File: config.mk
export PLATFORM = sky130hd
export DESIGN_NAME = bcd_arb_ctrl
export DESIGN_NICKNAME = d
export VERILOG_FILES = /design/src/rtl/bcd_pkg.sv /design/src/rtl/bcd_dabble_step.sv /design/src/rtl/bcd_arb_ctrl.sv
export SDC_FILE = /design/constraint.sdc
export NUM_CORES = 1
export LEC_CHECK = 0
export ABC_CLOCK_PERIOD_IN_PS = 2100
export BUFFER_PORTS_ARGS = -buffer_cell sky130_fd_sc_hd__buf_2
export CORE_UTILIZATION = 50
export CTS_BUF_LIST = sky130_fd_sc_hd__clkbuf_16
export DETAILED_ROUTE_END_ITERATION = 10
export PLACE_DENSITY = 0.82
export SYNTH_ARGS = -nofsm -noshare
export SYNTH_HDL_FRONTEND = slang
export SYNTH_SLANG_ARGS = --single-unit
File: constraint.sdc
create_clock -name clk -period 2.1 [get_ports clk]
set_clock_uncertainty 0.1 [all_clocks]
set_input_delay 0.105 -clock clk [delete_from_list [all_inputs] [get_ports clk]]
set_output_delay 0.105 -clock clk [all_outputs]
set_load 0.02 [all_outputs]
File: src/rtl/bcd_pkg.sv
// Shared constants and FSM encoding for the two-requester binary-to-BCD converter.
package bcd_pkg;

  localparam int WIDTH     = 8;
  localparam int DIGITS    = 3;
  localparam int SHIFT_CNT = 8;
  localparam int WORK_W    = WIDTH + 4 * DIGITS;  // 20-bit double-dabble register
  localparam int CNT_W     = 4;

  typedef enum logic [1:0] {
    ST_IDLE  = 2'd0,
    ST_GRANT = 2'd1,
    ST_SHIFT = 2'd2,
    ST_DONE  = 2'd3
  } state_e;

endpackage

File: src/rtl/bcd_dabble_step.sv
// One double-dabble iteration: add 3 to every BCD field >= 5, then shift left by one.
module bcd_dabble_step
  import bcd_pkg::*;
(
  input  logic [WORK_W-1:0] work_i,
  output logic [WORK_W-1:0] work_o
);

  logic [WORK_W-1:0] adj;

  // Digit fields sit above the binary operand, lowest digit first.
  always_comb begin
    adj = work_i;
    for (int d = 0; d < DIGITS; d++) begin
      if (work_i[WIDTH + 4*d +: 4] >= 4'd5) begin
        adj[WIDTH + 4*d +: 4] = work_i[WIDTH + 4*d +: 4] + 4'd3;
      end
    end
  end

  assign work_o = {adj[WORK_W-2:0], 1'b0};

endmodule

File: src/rtl/bcd_arb_ctrl.sv
// Round-robin arbiter in front of a sequential 8-bit binary-to-BCD converter.
module bcd_arb_ctrl
  import bcd_pkg::*;
#(
  parameter int WIDTH = 8
) (
  input  logic             clk,
  input  logic             rst,
  input  logic             req0,
  input  logic             req1,
  input  logic [WIDTH-1:0] bin0,
  input  logic [WIDTH-1:0] bin1,
  output logic             gnt0,
  output logic             gnt1,
  output logic             busy,
  output logic             done,
  output logic             done_id,
  output logic [3:0]       hund,
  output logic [3:0]       tens,
  output logic [3:0]       ones
);

  state_e              state_q, state_d;
  logic [WORK_W-1:0]   work_q, work_d;
  logic [WORK_W-1:0]   step_out;
  logic [CNT_W-1:0]    cnt_q, cnt_d;
  logic                last_id_q, last_id_d;
  logic                gnt_id_q, gnt_id_d;
  logic                done_id_q, done_id_d;
  logic [3:0]          hund_q, hund_d;
  logic [3:0]          tens_q, tens_d;
  logic [3:0]          ones_q, ones_d;
  logic                win_id;
  logic                last_shift;

  // On a tie the requester not served last wins; a lone request always wins.
  assign win_id     = (req0 && req1) ? ~last_id_q : req1;
  assign last_shift = (cnt_q == CNT_W'(SHIFT_CNT - 1));

  bcd_dabble_step u_step (
    .work_i (work_q),
    .work_o (step_out)
  );

  always_ff @(posedge clk or posedge rst) begin
    if (rst) begin
      state_q <= ST_IDLE;
    end else begin
      state_q <= state_d;
    end
  end

  always_comb begin
    state_d = state_q;
    case (state_q)
      ST_IDLE:  if (req0 || req1) state_d = ST_GRANT;
      ST_GRANT: state_d = ST_SHIFT;
      ST_SHIFT: if (last_shift) state_d = ST_DONE;
      ST_DONE:  state_d = ST_IDLE;
      default:  state_d = ST_IDLE;
    endcase
  end

  always_comb begin
    gnt0 = (state_q == ST_GRANT) && !gnt_id_q;
    gnt1 = (state_q == ST_GRANT) &&  gnt_id_q;
    busy = (state_q != ST_IDLE);
    done = (state_q == ST_DONE);
  end

  always_comb begin
    work_d    = work_q;
    cnt_d     = cnt_q;
    last_id_d = last_id_q;
    gnt_id_d  = gnt_id_q;
    done_id_d = done_id_q;
    hund_d    = hund_q;
    tens_d    = tens_q;
    ones_d    = ones_q;
    case (state_q)
      ST_IDLE: begin
        if (req0 || req1) begin
          work_d    = {{(WORK_W-WIDTH){1'b0}}, (win_id ? bin1 : bin0)};
          gnt_id_d  = win_id;
          last_id_d = win_id;
        end
      end
      ST_GRANT: cnt_d = '0;
      ST_SHIFT: begin
        work_d = step_out;
        cnt_d  = cnt_q + 1'b1;
        // Results are taken from the final shifted value so they land with DONE.
        if (last_shift) begin
          hund_d    = step_out[19:16];
          tens_d    = step_out[15:12];
          ones_d    = step_out[11:8];
          done_id_d = gnt_id_q;
        end
      end
      default: ;
    endcase
  end

  always_ff @(posedge clk or posedge rst) begin
    if (rst) begin
      work_q    <= '0;
      cnt_q     <= '0;
      last_id_q <= 1'b1;
      gnt_id_q  <= 1'b0;
      done_id_q <= 1'b0;
      hund_q    <= '0;
      tens_q    <= '0;
      ones_q    <= '0;
    end else begin
      work_q    <= work_d;
      cnt_q     <= cnt_d;
      last_id_q <= last_id_d;
      gnt_id_q  <= gnt_id_d;
      done_id_q <= done_id_d;
      hund_q    <= hund_d;
      tens_q    <= tens_d;
      ones_q    <= ones_d;
    end
  end

  assign done_id = done_id_q;
  assign hund    = hund_q;
  assign tens    = tens_q;
  assign ones    = ones_q;

endmodule
==> summary.txt <==
Total CTS buffers: 5
Hold Fails Final Rpt: 0
FF+latch area: 1027 um^2
Post-synth top area cell: dfrtp_1
Total track usage: 20.55%
Synth top area cells: dfrtp_1, ha_1, o21ai_0
Syn_nets: 239
Synth Area per Inst: 10.17 um^2
Switch Pwr: 0.001165 W
H-tree level count: 2
Final Cell Area: 2542 um^2
Fillers: 329
DR iter-0 viols: 129
Prevailing post-synth register cell: dfrtp_1
Vias/cell: 5.321
Power per standard cell area: 1262 nW/um^2
Vias in the first global route: 1439
Post-DP Area: 2357 um^2
Cells after DPL: 292
Number of synthesized flops with an enable pin: 0
Starting Density: 52.27%
Setup Crit Path Kind: reg2reg
Shortest period the worst path allows: 1.964 ns
Asr flop ratio synth: 100.0%
Max VDD drop: 0.5492 mV
Synthesis-to-finish area growth: 20.74%
Switching share of power: 36.31%
Leakage: 1.221 nW
Die area: 4475 um^2
Antenna violations before repair: 0
Largest net degree at the start of global routing: 19
Clock sink count: 41
# diodes: 0
Distinct cells, synth: 35
Status: complete, no violations
Final net count: 283
Sequential area share after synthesis: 48.78%
Final Wtd Congestion: 0.8010
First-pass GRT wire length: 6672 um
Skew-Pair Late Insertion Delay: 0.28 ns
Hold depth: 3
Worst Path Arrival: 2.03 ns
Mapped Cells: 207
Hold WC Path Type: in2reg
Top cell type's share of synthesized area: 47.53%
Post-DRT Antenna Nets: 0
Crit end category: flip-flop
Routed WL: 4089 um
Max Slew Vio Count: 0
Share of power burned in registers: 35.5%
Peak fanout along the critical path: 7
Worst-Margin Slew: 0.6652 ns
Final Power: 0.003209 W
Worst path required time: 2.16 ns
Fmax: 509.3 MHz
Mapped cell area: 2106 um^2
Clock power frac: 26.2%
DRC errors left: 0
Dpl hpwl: 2922 um
Die Span Y: 66.90 um
Top-count cell post-synth: dfrtp_1
Buffers on Ports: 36
Reg2Reg Depth: 6
Die width: 66.90 um
Hold slack: 0.03964 ns
Max Cap Viol: 0
CTS Buffer Depth: 2
Unrepaired setup endpoints after global routing: false
Vias: 1607
Finished Layout Cells: 302
Setup-failing EPs final: 0
Combinational power share: 38.3%
Register clock-pin slew on the reported worst setup and hold paths: 0.06 ns
I/O pins: 37
#FFs+latches synth: 41
CP Launch Type: flip-flop
CORE AREA: 4029 um^2
Area of the multi-input gates: 984.7 um^2
Fraction of layout cells with a size suffix above 1: 25.79%
Residual overflow from global routing: 0
Sum Neg Setup Slack: 0 ns
Post-synth top cells: dfrtp_1, nand2_1, o21ai_0
CTS tree: yes
Relative slew slack: 55.65%
Tcrit/Tclk final: 93.51%
Yosys warnings: 0
Average wire per standard cell: 13.54 um
Drt pass-1 iters: 4
Setup Buffers After CTS: 0
Int Pwr: 0.002043 W
Rows: 23
Root Buffer: clkbuf_16
==> cells in the final DEF, fill, tap and decap left out, drive strengths merged, types with 5 or more instances in the layout <==
cell type	count
buf	44
nand2	29
nor3b	6
o21ai	27
dfrtp	40
ha	12
inv	13
a21oi	13
mux2i	9
clkbuf	5
mux2	10
o22ai	7
==> kinds of logic (layout without fill, tap and decap cells) <==
logic type | Yosys count | count (layout) | synth area share (%)
AO/OA/AOI/OAI | 56 | 56 | 15.51
AND/OR/NAND/NOR | 55 | 55 | 13.13
flip-flops | 41 | 41 | 48.78
buffers and inverters | 21 | 66 | 4.575
multiplexers | 19 | 19 | 9.626
adder cells (fa/ha/maj) | 12 | 12 | 7.130
XOR/XNOR | 3 | 3 | 1.248
==> cell type report <==
| type | count | share of cell area [%] |
|---|---|---|
| sequential | 41 | 40.40 |
| multi-input combinational | 145 | 38.73 |
| timing repair buffer | 46 | 10.24 |
| clock buffer | 5 | 4.921 |
| tap | 50 | 2.461 |
| inverter | 12 | 1.772 |
| clock inverter | 3 | 1.476 |
==> through the flow <==
stage,worst slack [ns],utilization (%)
2_1_floorplan,0.04768,-
3_3_place_gp,0.1975,58.51
3_5_place_dp,0.1312,58.51
4_1_cts,0.1128,63.04
5_1_grt,0.01171,63.11
6_report,0.1364,63.11
==> sequential cells by signal, summed over array words and instances, names as in the netlist <==
register and count:
done_id 1, work_q 20, ones 4, cnt_q 4
last_id_q 1, gnt_id_q 1, state_q 2, hund 4
tens 4
==> power by group through the flow <==
stage	combinational [W]	sequential, W	clock (W)
4_1_cts	0.00124	0.00114	0.000862
5_1_grt	0.00137	0.00116	0.000894
2_1_floorplan	0.000970	0.00111	0
6_report	0.00123	0.00114	0.000841
3_5_place_dp	0.00122	0.00115	0
3_3_place_gp	0.00117	0.00114	0
==> repair_timing <==
action,in CTS,in global routing
resized for setup,0,1
hold buffers,2,0
setup endpoints to repair,0,1
hold endpoints to repair,14,0
==> critical path: stages, from the launching register on <==
cell	delay [ns]
dfrtp_1	0.41
inv_1	0.12
ha_1	0.17
or3b_4	0.40
and2_4	0.20
and3_1	0.19
a221o_1	0.26
==> final timing paths <==
path	from	to	slack, ns
worst max-delay path	state_q[0]	work_q[19]	0.14
worst min-delay path	req1	last_id_q	0.04
worst max register to register	state_q[0]	work_q[19]	0.14
worst min register to register	tens[3]	tens[3]	0.37
max in group asynchronous	rst	last_id_q	0.89
min in group asynchronous	rst	hund[3]	0.32
==> layer usage <==
| metal | up-vias | part of all wire (%) | global-route usage, % |
|---|---|---|---|
| li1 | 816 | - | - |
| met1 | 737 | 47 | 26.67 |
| met2 | 42 | 45 | 29.80 |
| met3 | 12 | 4.5 | 6.849 |
| met4 | 0 | 3.4 | 11.17 |
| met5 | - | 0 | 0 |
No activity file was read; power rests on OpenSTA's default activity.
